==> config.mk <==
export PLATFORM = sky130hd
export DESIGN_NAME = alu_share_arbiter
export DESIGN_NICKNAME = d
export VERILOG_FILES = /design/src/rtl/alu_share_pkg.sv /design/src/rtl/alu_src_mux.sv /design/src/rtl/rr_arb2.sv /design/src/rtl/alu_share_arbiter.sv
export SDC_FILE = /design/constraint.sdc
export NUM_CORES = 1
export LEC_CHECK = 0
export ABC_AREA = 1
export BUFFER_PORTS_ARGS = -buffer_cell sky130_fd_sc_hd__buf_2
export CORE_AREA = 10 10 250 252
export DETAILED_ROUTE_END_ITERATION = 10
export DIE_AREA = 0 0 260 262
export PLACE_DENSITY_LB_ADDON = 0.1
export REMOVE_ABC_BUFFERS = 1
export SLEW_MARGIN = 0
export SYNTH_ARGS = -nofsm -noshare
export SYNTH_HDL_FRONTEND = slang
export SYNTH_SLANG_ARGS = --single-unit
==> constraint.sdc <==
create_clock -name clk -period 7.92 [get_ports clk]
set_clock_uncertainty 0.1 [all_clocks]
set_input_delay 1.188 -clock clk [delete_from_list [all_inputs] [get_ports clk]]
set_output_delay 1.188 -clock clk [all_outputs]
set_load 0.005 [all_outputs]
==> src/rtl/alu_share_pkg.sv <==
// Shared types and defaults for the ALU sharing arbiter.
package alu_share_pkg;

  localparam int unsigned WIDTH_DEF = 64;
  localparam int unsigned OPW_DEF   = 4;

  typedef enum logic [1:0] {
    IDLE = 2'd0,
    EXEC = 2'd1,
    RESP = 2'd2
  } state_e;

  typedef struct packed {
    logic [WIDTH_DEF-1:0] a;
    logic [WIDTH_DEF-1:0] b;
    logic [WIDTH_DEF-1:0] imm;
    logic                 alu_src;
    logic [OPW_DEF-1:0]   op;
  } req_t;

  function automatic logic other_id(input logic id);
    return ~id;
  endfunction

endpackage

==> src/rtl/alu_src_mux.sv <==
// ALU second-operand source select: register operand or immediate.
module alu_src_mux #(
  parameter int unsigned WIDTH = 64
) (
  input  logic             sel,
  input  logic [WIDTH-1:0] d0,
  input  logic [WIDTH-1:0] d1,
  output logic [WIDTH-1:0] y
);

  always_comb begin
    y = sel ? d1 : d0;
  end

endmodule

==> src/rtl/rr_arb2.sv <==
// Two-way round-robin grant; ptr names the requester favoured on a tie.
module rr_arb2 (
  input  logic       valid0,
  input  logic       valid1,
  input  logic       ptr,
  output logic [1:0] grant
);

  always_comb begin
    grant    = '0;
    grant[0] = valid0 & (~valid1 | ~ptr);
    grant[1] = valid1 & (~valid0 | ptr);
  end

endmodule

==> src/rtl/alu_share_arbiter.sv <==
// Round-robin sharing of one ALU between the issue path (0) and the AGU (1).
module alu_share_arbiter
  import alu_share_pkg::*;
#(
  parameter int unsigned WIDTH = WIDTH_DEF,
  parameter int unsigned OPW   = OPW_DEF,
  parameter int unsigned LAT   = 1
) (
  input  logic             clk,
  input  logic             reset,
  input  logic             req0_valid,
  output logic             req0_ready,
  input  logic [WIDTH-1:0] req0_a,
  input  logic [WIDTH-1:0] req0_b,
  input  logic [WIDTH-1:0] req0_imm,
  input  logic             req0_alu_src,
  input  logic [OPW-1:0]   req0_op,
  input  logic             req1_valid,
  output logic             req1_ready,
  input  logic [WIDTH-1:0] req1_a,
  input  logic [WIDTH-1:0] req1_b,
  input  logic [WIDTH-1:0] req1_imm,
  input  logic             req1_alu_src,
  input  logic [OPW-1:0]   req1_op,
  output logic [WIDTH-1:0] alu_a,
  output logic [WIDTH-1:0] alu_b,
  output logic [OPW-1:0]   alu_op,
  output logic             alu_go,
  input  logic [WIDTH-1:0] alu_result,
  output logic             rsp0_valid,
  input  logic             rsp0_ready,
  output logic             rsp1_valid,
  input  logic             rsp1_ready,
  output logic [WIDTH-1:0] rsp_data,
  output logic             busy
);

  state_e           state_q, state_d;
  logic             ptr_q;
  logic             owner_q;
  logic [2:0]       cnt_q;
  logic [WIDTH-1:0] lat_a_q, lat_b_q, rsp_data_q;
  logic [OPW-1:0]   lat_op_q;

  req_t             req0_s, req1_s, g_req;
  logic [1:0]       grant;
  logic             g_id;
  logic [WIDTH-1:0] src_b;
  logic             accept, capture, owner_ready;

  always_comb begin
    req0_s = '{a: WIDTH_DEF'(req0_a), b: WIDTH_DEF'(req0_b), imm: WIDTH_DEF'(req0_imm),
               alu_src: req0_alu_src, op: OPW_DEF'(req0_op)};
    req1_s = '{a: WIDTH_DEF'(req1_a), b: WIDTH_DEF'(req1_b), imm: WIDTH_DEF'(req1_imm),
               alu_src: req1_alu_src, op: OPW_DEF'(req1_op)};
  end

  rr_arb2 u_arb (
    .valid0 (req0_valid),
    .valid1 (req1_valid),
    .ptr    (ptr_q),
    .grant  (grant)
  );

  always_comb begin
    g_id  = grant[1];
    g_req = g_id ? req1_s : req0_s;
  end

  alu_src_mux #(.WIDTH(WIDTH)) u_src_mux (
    .sel (g_req.alu_src),
    .d0  (WIDTH'(g_req.b)),
    .d1  (WIDTH'(g_req.imm)),
    .y   (src_b)
  );

  always_ff @(posedge clk or posedge reset) begin
    if (reset) state_q <= IDLE;
    else       state_q <= state_d;
  end

  // Ready depends only on registered state and request valids, never on rspN_ready.
  always_comb begin
    state_d     = state_q;
    req0_ready  = 1'b0;
    req1_ready  = 1'b0;
    alu_go      = 1'b0;
    alu_a       = '0;
    alu_b       = '0;
    alu_op      = '0;
    rsp0_valid  = 1'b0;
    rsp1_valid  = 1'b0;
    accept      = 1'b0;
    capture     = 1'b0;
    owner_ready = owner_q ? rsp1_ready : rsp0_ready;
    unique case (state_q)
      IDLE: begin
        req0_ready = grant[0];
        req1_ready = grant[1];
        accept     = |grant;
        if (accept) state_d = EXEC;
      end
      EXEC: begin
        alu_go  = 1'b1;
        alu_a   = lat_a_q;
        alu_b   = lat_b_q;
        alu_op  = lat_op_q;
        capture = (cnt_q == 3'd1);
        if (capture) state_d = RESP;
      end
      RESP: begin
        rsp0_valid = ~owner_q;
        rsp1_valid = owner_q;
        if (owner_ready) state_d = IDLE;
      end
      default: state_d = IDLE;
    endcase
  end

  always_ff @(posedge clk or posedge reset) begin
    if (reset) begin
      ptr_q      <= 1'b0;
      owner_q    <= 1'b0;
      cnt_q      <= '0;
      lat_a_q    <= '0;
      lat_b_q    <= '0;
      lat_op_q   <= '0;
      rsp_data_q <= '0;
    end else begin
      if (accept) begin
        lat_a_q  <= WIDTH'(g_req.a);
        lat_b_q  <= src_b;
        lat_op_q <= OPW'(g_req.op);
        owner_q  <= g_id;
        ptr_q    <= other_id(g_id);
        cnt_q    <= 3'(LAT);
      end else if (state_q == EXEC) begin
        cnt_q <= cnt_q - 3'd1;
      end
      if (capture) rsp_data_q <= alu_result;
    end
  end

  always_comb begin
    rsp_data = rsp_data_q;
    busy     = (state_q != IDLE);
  end

endmodule

Word-level counts from Yosys, hierarchy flattened:

Cells that the tools add are included.
W data, S select, Z words.

* flip-flop bits (word level): 203
* latch bits: 0
* memory bits (writable): 0
* bits in read-only memories: 0
* input port bits: 464
* output and inout port bits: 202
* memories: 0

* add/sub/neg operators: 1
* multipliers: 0
* div/mod/pow operators: 0
* magnitude comparators: 0
* eq/ne operators: 6
* shift operators: 0
* multiplexer cells: 19
* bitwise operators: 9
* reductions and logical operators: 5

Operators by type and width (count)
* $mux W197: 1
* $mux W64: 3
* $mux W1: 8
* $mux W2: 3
* $mux W3: 2
* $ne A2 B2 Y1 const B: 3
* $pmux W2 S3: 1
* $not A1 Y1: 5
* $mux W4: 1
* $reduce_bool A2 Y1: 2
* $eq A3 B1 Y1 const B: 1
* $reduce_and A3 Y1: 1
* $sub A3 B1 Y3 const B: 1
* $and A1 B1 Y1: 2
* $eq A2 B1 Y1 const B: 1
* $eq A2 B2 Y1 const B: 1
* $logic_not A2 Y1: 1
* $or A1 B1 Y1: 2
* $reduce_or A2 Y1: 1

Logic depth before layout (Yosys ltp):

* word-level depth: 6
* mapped depth: 10
* depth with buffers taken out: 9

Hierarchy:

From an unflattened synthesis, not the netlist that was laid out.

* cells, all modules: 2016
* area total of the unflattened synthesis: 12265.5 um2

By module, submodules not included
* alu_share_arbiter: instances 1, cells an instance 1805, area each 11400.9 um2, sequential area each 5079.9 um2
* alu_src_mux: instances 1, cells an instance 206, area each 844.6 um2, sequential area each 0.0 um2
* rr_arb2: instances 1, cells an instance 5, area each 20.0 um2, sequential area each 0.0 um2

Least setup slack after synthesis:

No wires, ideal clock.

* path type: input to output
* from: input port req1_valid
* to: output port req0_ready
* arrival time: 1.799 ns
* required time: 6.632 ns
* slack: 4.833 ns
* stages: 5
* cell sequence: buf_4 nand2_1 nand3_1 inv_2 buf_2

* word-level cells in the longest chain between the ends: 4

RTL lines
* start, declared: RTL line alu_share_arbiter.sv:18 `input logic req1_valid,`
* $not A1 Y1: RTL line rr_arb2.sv:11 `grant[0] = valid0 & (~valid1 | ~ptr);`
* $or A1 B1 Y1: RTL line rr_arb2.sv:11
* $and A1 B1 Y1: RTL line rr_arb2.sv:11
* $mux W1: RTL line alu_share_arbiter.sv:96 `unique case (state_q)`
* end, declared: RTL line alu_share_arbiter.sv:12 `output logic req0_ready,`

Every way passes these cells.

Worst setup path after layout:

Same ends and word-level chain as after synthesis.

==> results.txt <==
Most common cell after layout, fill and taps aside = buf_2
Routed Antenna Nets = 0
Vias = 13300
F_max = 0.215 GHz
Synth area leaders = dfrtp_1, nand2_1, nand3_1
CTS Sinks = 203
1st-pass router iterations = 5
Yosys top cell area share = 42.5%
Syn Area/Cell = 7.06 um2
Core Footprint = 57400 um2
# DRC = 0
Post_cts resized = 0
Vias in the first global route = 13700
Number of distinct library cells after synthesis = 22
# nets final = 2738
Setup crit end kind = output port
Final setup viols = 0
H-tree Lvls = 1
Global placement routability congestion = 0.843
Clock transition at path regs = 0.06 ns
Critical Path Fanout Max = 64
Rel. slew slack = 22.8%
Worst-Margin Slew = 1.16 ns
Root Driver = clkbuf_16
DRT Wirelength = 59600 um
Area leader, netlist = dfrtp_1
Most frequent cells in the layout = buf_2, nand2_1, nand3_1
Final Max Tran Viols = 0
Worst hold slack = 0.375 ns
Critical setup path kind = in2out
Final Hold Viols = 0
Register area share after synthesis = 42.5%
Fraction of synthesized cell area in xor and xnor cells = 0%
Initial drt markers = 639
Req. time, crit path = 6.63 ns
IO Port Bufs = 665
Synthesized flop and latch total = 203
Simple-gate portion of the synthesized area = 36.7%
CTS max path bufs = 3
Worst flop-to-flop path startpoint = ptr_q
Die H = 262 um
Global route overflow = 0
CP arrival = 3.37 ns
Hold crit path type = reg2reg
Skew-Pair Late Insertion Delay = 0.54 ns
Mapped Area = 12000 um2
Synth Instances = 1693
Largest net degree at the start of global routing = 96
Power density cells = 337 nW/um2
# IOs = 666
CP startpoint kind = input port
WL per Instance = 19.4 um
Largest family of logic cells by synthesized area = simple AND/OR/NAND/NOR gates
Initial Utilization = 20.8%
P&R area growth vs syn = 39.3%
Fraction of layout cells with a size suffix above 1 = 32.6%
Die area = 68100 um2
Via-per-instance ratio = 4.32
Worst Hold Depth = 2
Min Tclk post-route = 4.66 ns
Hold_buf cts = 0
Synth Area in Compound Gates = 4.53%
Worst reg-to-reg path cell count = 11
RSZ-0062 raised after global routing = false
Num rows = 88
Worst VDD drop = 0.152 mV
Post-Synth Adder-Cell Area = 0.209%
Dpl hpwl = 44900 um
Leakage = 0.00936 uW
Status = finished, final reports clean
CTS buffer count = 26
Mux contribution to synthesized area = 6.03%
Synthesis Warnings = 0
CTS tree = done
Hold Path Origin = lat_b_q[7]
Initial antenna violation count = 26
First-pass GRT wire length = 86800 um
Total GRT Usage = 16.5%
Fin Setup TNS = 0 ns
Die width = 260 um
Fin crit share = 58.8%
Max cap viols = 0
# Post-CTS Setup Buffers = 0
CP Launch Point = req1_valid
## report_power, final
group / internal, uW / leakage [uW] / switching (uW)
clock network: 773 / 0.000437 / 481
logic: 980 / 0.00645 / 1640
registers: 1540 / 0.00248 / 199
## critical path, cell delays in order
cell	delay [ns]
buf_4	0.31
nand2_4	0.65
nand3_1	0.21
inv_2	0.08
buf_4	0.55
buf_2	0.25
## Yosys cell counts
| library cell | number |
|---|---|
| nor2_2 | 1 |
| buf_2 | 89 |
| o211ai_1 | 58 |
| mux2_1 | 49 |
| inv_2 | 5 |
| nor2_1 | 145 |
| ha_1 | 2 |
| inv_1 | 143 |
| nor2_4 | 1 |
| clkbuf_1 | 21 |
| nand2_1 | 651 |
| o21ai_0 | 6 |
| dfrtp_1 | 203 |
| a31oi_1 | 10 |
| buf_4 | 5 |
| nand2_2 | 2 |
| buf_6 | 6 |
| nand3_1 | 273 |
| buf_1 | 6 |
| a21oi_1 | 1 |
| mux2_2 | 15 |
| o21ai_2 | 1 |
## kinds of logic (layout without fill, tap and decap cells)
group,count (synthesis),in the layout
AND/OR/NAND/NOR,1073,1073
buffers and inverters,275,874
flip-flops,203,203
AO/OA/AOI/OAI,76,76
multiplexers,64,64
adder cells (fa/ha/maj),2,2
other,0,10
## metal layers
| layer | global-route usage, % | part of all wire (%) |
|---|---|---|
| met3 | 6.61 | 11 |
| met4 | 3.88 | 2.0 |
| met5 | 0 | 0.16 |
| met2 | 28.1 | 48 |
| met1 | 19.2 | 39 |
## through the flow
stage / util (%) / area [um2] / setup slack, ns / instances / power (uW)
3_5_place_dp: 27.4 / 15700 / 3.25 / 3009 / 4480
5_1_grt: 29.0 / 16600 / 3.09 / 3060 / 6120
6_report: 29.0 / 16700 / 3.26 / 3067 / 5610
3_3_place_gp: 27.4 / 15700 / 3.26 / 3009 / 4450
2_1_floorplan: - / 11300 / 1.09 / 1566 / 3210
4_1_cts: 29.0 / 16600 / 3.25 / 3057 / 5780
## state kept, by name, summed over array words and instances (netlist names)
name      count
rsp_data     64
ptr_q         1
cnt_q         3
lat_op_q      4
lat_a_q      64
state_q       2
lat_b_q      64
owner_q       1
## final timing paths
check / endpoint / slack [ns]
min: lat_b_q[7] / 0.37
max reg2reg: lat_b_q[62] / 4.29
min in group asynchronous: rsp_data[6] / 0.62
max in group asynchronous: lat_b_q[21] / 5.50
min reg2reg: lat_b_q[7] / 0.37
max: req0_ready / 3.26
## layout make-up
cell class	count	area [um2]
repair buffers	678	3430
clock inverters	11	158
flip-flops and latches	203	5080
inverters	148	568
diodes	10	25.0
multi-input cells	1215	5700
clock buffers	37	733
well taps	765	957
fillers	6533	40700
No activity file was read; power rests on OpenSTA's default activity.
